### src/rtl/snow64_mem_burst_sequencer_pkg.sv
// rtl/snow64_mem_burst_sequencer_pkg.sv - state encoding and line geometry for the burst sequencer
package PkgSnow64MemBurstSeq;

  typedef enum logic {
    StIdle = 1'b0,
    StXfer = 1'b1
  } State;

  localparam int NUM_BEATS     = 4;
  localparam int BEAT_IDX_W    = 2;
  localparam int LINE_OFFSET_W = 5;

endpackage

### src/rtl/snow64_memory_bus_guard_pkg.sv
// rtl/snow64_memory_bus_guard_pkg.sv - memory bus guard types shared with the burst sequencer
package PkgSnow64MemoryBusGuard;

  typedef enum logic {
    MatRead  = 1'b0,
    MatWrite = 1'b1
  } MemAccessType;

endpackage

### src/rtl/snow64_mem_burst_sequencer.sv
// rtl/snow64_mem_burst_sequencer.sv - moves one 256-bit line as four 64-bit beats on the external bus
module snow64_mem_burst_sequencer
  import PkgSnow64MemBurstSeq::*;
  import PkgSnow64MemoryBusGuard::*;
#(
  parameter int LINE_WIDTH = 256,
  parameter int ADDR_WIDTH = 64,
  parameter int BEAT_WIDTH = 64
) (
  input  logic                  clk,
  input  logic                  rst,
  input  logic                  in_req,
  input  logic [ADDR_WIDTH-1:0] in_addr,
  input  logic [LINE_WIDTH-1:0] in_data,
  input  logic                  in_mem_acc_type,
  output logic                  out_busy,
  output logic [LINE_WIDTH-1:0] out_data,
  output logic                  out_bus_req,
  output logic                  out_bus_we,
  output logic [ADDR_WIDTH-1:0] out_bus_addr,
  output logic [BEAT_WIDTH-1:0] out_bus_wdata,
  input  logic                  in_bus_ack,
  input  logic [BEAT_WIDTH-1:0] in_bus_rdata
);

  localparam int BYTE_OFF_W = LINE_OFFSET_W - BEAT_IDX_W;
  localparam logic [BEAT_IDX_W-1:0] LAST_BEAT = BEAT_IDX_W'(NUM_BEATS - 1);

  State                  r_state;
  logic [BEAT_IDX_W-1:0] r_beat;
  logic [LINE_WIDTH-1:0] r_line;
  MemAccessType          r_acc_type;
  logic                  r_bus_req;
  logic [ADDR_WIDTH-1:0] r_bus_addr;
  logic [BEAT_WIDTH-1:0] r_bus_wdata;
  logic [LINE_WIDTH-1:0] r_data;

  logic [BEAT_IDX_W-1:0] w_next_beat;
  logic [ADDR_WIDTH-1:0] w_line_addr;
  logic                  w_unused_addr_bits;

  // Offset bits inside the line are dropped; beat index becomes addr[4:3].
  assign w_line_addr        = {in_addr[ADDR_WIDTH-1:LINE_OFFSET_W], {LINE_OFFSET_W{1'b0}}};
  assign w_unused_addr_bits = ^in_addr[LINE_OFFSET_W-1:0];
  assign w_next_beat        = r_beat + 1'b1;

  always_ff @(posedge clk or posedge rst) begin
    if (rst) begin
      r_state     <= StIdle;
      r_beat      <= '0;
      r_line      <= '0;
      r_acc_type  <= MatRead;
      r_bus_req   <= 1'b0;
      r_bus_addr  <= '0;
      r_bus_wdata <= '0;
      r_data      <= '0;
    end else begin
      case (r_state)
        StIdle: begin
          if (in_req) begin
            r_state     <= StXfer;
            r_beat      <= '0;
            r_line      <= in_data;
            r_acc_type  <= MemAccessType'(in_mem_acc_type);
            r_bus_req   <= 1'b1;
            r_bus_addr  <= w_line_addr;
            r_bus_wdata <= in_data[BEAT_WIDTH-1:0];
          end
        end
        StXfer: begin
          if (r_bus_req && in_bus_ack) begin
            if (r_acc_type == MatRead) begin
              r_data[BEAT_WIDTH*r_beat +: BEAT_WIDTH] <= in_bus_rdata;
            end
            if (r_beat == LAST_BEAT) begin
              r_bus_req <= 1'b0;
              r_state   <= StIdle;
            end else begin
              // Rebuild the low bits from the beat index so stepping never carries out of the line.
              r_beat      <= w_next_beat;
              r_bus_addr  <= {r_bus_addr[ADDR_WIDTH-1:LINE_OFFSET_W], w_next_beat, {BYTE_OFF_W{1'b0}}};
              r_bus_wdata <= r_line[BEAT_WIDTH*w_next_beat +: BEAT_WIDTH];
            end
          end
        end
        default: r_state <= StIdle;
      endcase
    end
  end

  assign out_busy      = (r_state == StXfer) | ((r_state == StIdle) & in_req);
  assign out_data      = r_data;
  assign out_bus_req   = r_bus_req;
  assign out_bus_we    = (r_acc_type == MatWrite);
  assign out_bus_addr  = r_bus_addr;
  assign out_bus_wdata = r_bus_wdata;

endmodule

### config.mk
export PLATFORM = sky130hd
export DESIGN_NAME = snow64_mem_burst_sequencer
export DESIGN_NICKNAME = d
export VERILOG_FILES = /design/src/rtl/snow64_mem_burst_sequencer_pkg.sv /design/src/rtl/snow64_memory_bus_guard_pkg.sv /design/src/rtl/snow64_mem_burst_sequencer.sv
export SDC_FILE = /design/constraint.sdc
export NUM_CORES = 1
export LEC_CHECK = 0
export BUFFER_PORTS_ARGS = -buffer_cell sky130_fd_sc_hd__buf_2
export CELL_PAD_IN_SITES_DETAIL_PLACEMENT = 0
export CELL_PAD_IN_SITES_GLOBAL_PLACEMENT = 1
export CORE_UTILIZATION = 30
export CTS_CLUSTER_DIAMETER = 80
export DETAILED_ROUTE_END_ITERATION = 16
export PLACE_DENSITY = 0.68
export SYNTH_ARGS = -nofsm -noshare
export SYNTH_HDL_FRONTEND = slang
export SYNTH_SLANG_ARGS = --single-unit
### constraint.sdc
create_clock -name clk -period 23.2 [get_ports clk]
set_input_delay 1.16 -clock clk [delete_from_list [all_inputs] [get_ports clk]]
set_output_delay 1.16 -clock clk [all_outputs]
set_load 0.01 [all_outputs]
### Yosys cells after proc, flatten, opt, wreduce, memory -nomap -nowiden

Cells that the tools add are included.
Widths: inputs -> output; s select.

| word-level totals | value |
|---|---|
| memories kept | 0 |
| flip-flop bits (word level) | 645 |
| latch bits | 0 |
| memory bits (read-only) | 0 |
| bits in writable memories | 0 |
| input port bits | 389 |
| output and inout port bits | 387 |
| logic and storage cells | 50 |

| operators by class | value |
|---|---|
| $add $sub $neg | 2 |
| $lt $le $gt $ge | 0 |
| reductions and logical operators | 6 |
| mux-type cells | 21 |
| equality and inequality tests | 5 |
| shifts and indexed selects | 3 |
| $mul | 0 |
| divide/modulo/power cells | 0 |
| bitwise operators | 4 |

Operator list:

| cell | number |
|---|---|
| $bwmux 256 | 1 |
| $mux 64 | 4 |
| $pmux 64 s2 | 2 |
| $shift 64x34->256 const A | 1 |
| $shiftx 256x9->64 | 1 |
| $shiftx 64x34->256 | 1 |
| $neg 8->34 | 1 |
| $mux 5 | 2 |
| $reduce_and 3->1 | 3 |
| $mux 1 | 6 |
| $mux 2 | 3 |
| $ne 2x1->1 const B | 2 |
| $ne 2x2->1 const B | 2 |
| $pmux 1 s2 | 2 |
| $pmux 2 s2 | 1 |
| $reduce_and 2->1 | 2 |
| $add 2x1->2 const B | 1 |
| $eq 2x2->1 const B | 1 |
| $not 1->1 | 2 |
| $and 1x1->1 | 1 |
| $logic_and 1x1->1 | 1 |
| $or 1x1->1 | 1 |

### Depth between registers and ports, before layout

| depth | value |
|---|---|
| word-level depth | 5 |
| depth in mapped cells | 12 |
| mapped depth without buffers | 5 |

### Worst setup path before layout

Ideal clock, no wire load.

| path | value |
|---|---|
| path kind | reg2reg |
| start point | register r_beat[0] |
| end point | register r_bus_wdata[0], in the netlist out_bus_wdata[0] |
| buffers on the path | 5 |
| setup time | 126 ps |
| stages on the path, launching flop included | 11 |
| setup slack | 20,547 ps |
| period minus slack after synthesis | 2,653 ps |
| arrival | 2,527 ps |
| required time | 23,074 ps |
| cell sequence | dfrtp_1 > buf_6 > buf_6 > buf_2 > inv_1 > ha_1 > buf_6 > buf_6 > mux4_2 > and2_1 > a221o_1 |

| between the ends | value |
|---|---|
| word-level cells in the longest chain between the ends | 5 |
| elaborated cells on any way between the ends | 8 |
| those cells by class | add/sub (1); eq/ne (2); shift (1); mux (3); reduce/logical (1) |

Ends and longest elaborated chain:

| what | line | text |
|---|---|---|
| start: declaration | snow64_mem_burst_sequencer.sv:30 | `logic [BEAT_IDX_W-1:0] r_beat;` |
| start signal: assignment | snow64_mem_burst_sequencer.sv:80 | `r_beat <= w_next_beat;` |
| $add 2x1->2 | snow64_mem_burst_sequencer.sv:45 | `assign w_next_beat = r_beat + 1'b1;` |
| $shiftx 256x9->64 | snow64_mem_burst_sequencer.sv:82 | `r_bus_wdata <= r_line[BEAT_WIDTH*w_next_beat +: BEAT_WIDTH];` |
| $mux 64 | snow64_mem_burst_sequencer.sv:75 | `if (r_beat == LAST_BEAT) begin` |
| $mux 64 | snow64_mem_burst_sequencer.sv:71 | `if (r_bus_req && in_bus_ack) begin` |
| $pmux 64 s2 | snow64_mem_burst_sequencer.sv:58 | `case (r_state)` |
| end signal: assignment | snow64_mem_burst_sequencer.sv:67 | `r_bus_wdata <= in_data[BEAT_WIDTH-1:0];` |
| end signal: assignment | snow64_mem_burst_sequencer.sv:82 |  |
| end: declaration | snow64_mem_burst_sequencer.sv:35 | `logic [BEAT_WIDTH-1:0] r_bus_wdata;` |

Parallel ways exist; a longest one is shown, timed or not. The select of a mux whose other input is x is not followed.
A chain may end at the register's enable or synchronous reset.

### Worst setup path after layout

| path | value |
|---|---|
| start point | register r_beat[0] |
| end point | register r_bus_wdata[14], in the netlist out_bus_wdata[14] |

The elaborated chain is that of the path after synthesis.

==> impl_metrics.env <==
export IMPL_drv_cap=0
export IMPL_overflow=0
export IMPL_wl_met3_um=8110
export IMPL_highest_layer="met5"
export IMPL_rows=109
export IMPL_period_minus_slack_ns=3.95
export IMPL_pin_count=776
export IMPL_yosys_top_cells_count="dfrtp_1, mux2_2, inv_1"
export IMPL_endpoint_kind="register"
export IMPL_placed_cells=3910
export IMPL_worstPathCellList="inv_1 -> ha_4 -> buf_4 -> mux4_2 -> and2_1 -> a221o_1"
export IMPL_vias_per_cell=5.01
export IMPL_drive_gt1_share_pct=45.5
export IMPL_clockBufferDepth=3
export IMPL_cts_tree="built"
export IMPL_areaGrowthSynthToFinish_pct=27.3
export IMPL_syn_avg_cell_area_um2=12.7
export IMPL_cts_hold_buf=0
export IMPL_arrival_ns=4.44
export IMPL_ys_warn_count=0
export IMPL_drc_errors=0
export IMPL_clk_pin_slew_worst_paths_ns=0.06
export IMPL_status="finished clean"
export IMPL_wl_per_cell_um=22.4
export IMPL_num_nets_final=3218
export IMPL_dr_pass1_iters=5
export IMPL_rsz0062_at_grt="false"
export IMPL_die_area_um2=91500
export IMPL_crit_path_max_incr_delay_ns=0.85
export IMPL_clock_skew_final_ns=0.0248
export IMPL_yosys_cell_types_count=32
export IMPL_yosysTopAreaCell="dfrtp_1"
export IMPL_clk_latency_ns=0.64
export IMPL_cts_sinks=640
export IMPL_finalCritPeriodShare_pct=17.0
export IMPL_ys_seq_elements=640
export IMPL_hold_viol=0
export IMPL_grt_usage_pct=19.5
export IMPL_slowest_stage="dfrtp_4"
export IMPL_portBuffers=767
export IMPL_synth_top_area_share_pct=59.1
export IMPL_seq_area_frac_synth_pct=59.1
export IMPL_worst_path_max_fanout=38
export IMPL_max_slew_worst_pin_slew_ns=1.31
export IMPL_setup_viol=0
export IMPL_grt_max_degree=215
export IMPL_synth_edf_count=0
export IMPL_drv_slew=0
export IMPL_max_freq_mhz=253
export IMPL_synth_area_leaders="dfrtp_1, mux2_2, nand4_1, mux4_2, o21ai_0"
export IMPL_dr_wl_met2_um=44300
export IMPL_dp_hpwl_um=60400
export IMPL_numCtsBuffers=77
export IMPL_ir_drop_uv=142
export IMPL_chipWidth_um=302
export IMPL_netlist_area_um2=27100
export IMPL_hold_class="reg2reg"
export IMPL_gp_congestion=0.784
export IMPL_die_h_um=302
export IMPL_synth_flop_cell="dfrtp_1"
export IMPL_cts_setup_buffers=0
export IMPL_ant_nets=0
export IMPL_post_cts_resized=0
export IMPL_start_util_pct=30.5
export IMPL_vias=20362
export IMPL_wl_met1_um=35900
export IMPL_core_area_um2=88900
export IMPL_grt_pass1_wl_um=135000
export IMPL_crit_required_ns=23.69
export IMPL_drt_iter0_drc=1658
export IMPL_grt_pass1_vias=20452
export IMPL_p_leak_nw=16.2
export IMPL_power_density_nw_per_um2=148
export IMPL_synth_most_common_cell="dfrtp_1"
export IMPL_n_fill_cell=8751
export IMPL_drt_wl_total_um=90900
export IMPL_worst_setup_path_start_kind="register"
export IMPL_slew_headroom_pct=12.9
export IMPL_criticalPathCategory="reg2reg"
export IMPL_htreeDepth=3
export IMPL_tns_ns=0
export IMPL_synthArstFlopShare_pct=100
export IMPL_cts_root_buf="clkbuf_16"
export IMPL_fin_cells=4061
export IMPL_netlist_instances=2136
export IMPL_antenna_found_initial=42
-- registers in the layout, indices dropped and copies added, names as in the netlist --
| register | flops |
|---|---|
| out_bus_we | 1 |
| out_data | 256 |
| r_line | 256 |
| out_bus_req | 1 |
| r_beat | 1 |
| out_bus_addr | 60 |
| out_bus_wdata | 64 |
| r_state | 1 |
-- metal layers --
layer  GRT usage [%]  up-vias
met5               0        -
met4            5.53       48
met3            6.49      185
met2            32.2      825
met1            24.2    10284
li1                -     9020
-- where the power goes --
group,total (mW),internal (mW),switching (mW)
Sequential,1.95,1.65,0.295
Clock,1.25,0.763,0.492
Combinational,1.88,0.869,1.01
-- worst paths after layout --
kind | start | endpoint | slack [ns] | cells past startpoint
setup / recovery | r_beat[0] | out_bus_wdata[14] | 19.25 | 6
hold reg to reg | out_bus_addr[23] | out_bus_addr[23] | 0.50 | 1
max in group asynchronous | rst | out_bus_wdata[45] | 20.21 | 4
hold / removal | out_bus_addr[23] | out_bus_addr[23] | 0.50 | 1
min in group asynchronous | rst | out_bus_addr[20] | 0.68 | 2
setup reg to reg | r_beat[0] | out_bus_wdata[14] | 19.25 | 6
-- logic make-up after synthesis --
group                      after synthesis  synth area share (%)
buffers and inverters                  447                  7.02
DFF                                    640                  59.1
other                                    1                0.0138
muxes                                  380                  18.5
and+or+nand+nor                        339                  7.95
AOI/OAI and AO/OA                      324                  7.20
adders and majority gates                5                 0.231
-- worst max-delay path, delay by kind of cell, from the launching register on --
family,cells,cell delay (ns)
AO/OA/AOI/OAI,1,0.25
adder cells (fa/ha/maj),1,0.84
buffers and inverters,2,1.06
flip-flops,1,0.85
multiplexers,1,0.59
AND/OR/NAND/NOR,1,0.17
-- layout by cell type, fill, tap and decap left out, types with 3 or more instances in the layout --
cell / n
buf_4: 23
mux4_2: 64
ha_2: 3
buf_12: 4
inv_1: 259
o21ai_1: 10
inv_8: 5
dfrtp_1: 639
buf_2: 767
bufinv_16: 7
o21ai_0: 248
mux2_2: 316
clkbuf_8: 13
and2_2: 4
a221o_1: 64
diode_2: 13
conb_1: 3
nand4_1: 256
and2_1: 62
clkinv_2: 8
clkbuf_1: 21
clkbuf_16: 81
-- stage by stage --
step / worst slack, ns / power (mW) / utilization, % / hold slack [ns] / area (um2)
2_1_floorplan: 4.11 / 3.12 / - / 0.475 / 27100
3_3_place_gp: 19.05 / 3.84 / 35.8 / 0.484 / 31800
3_5_place_dp: 19.06 / 3.87 / 35.8 / 0.490 / 31800
4_1_cts: 19.07 / 5.15 / 38.7 / 0.503 / 34400
5_1_grt: 18.89 / 5.40 / 38.7 / 0.511 / 34500
6_report: 19.25 / 5.09 / 38.8 / 0.499 / 34500
-- cell type report --
type	instances	area, um2	share of cell area (%)
diodes	13	32.5	0.0944
clock inverters	23	345	1.00
inverters	260	983	2.85
repair buffers	794	4090	11.9
well taps	1165	1460	4.23
clock buffers	115	2280	6.63
flip-flops and latches	640	16000	46.5
multi-input cells	1051	9250	26.8
Power figures use the tool's default switching activity.
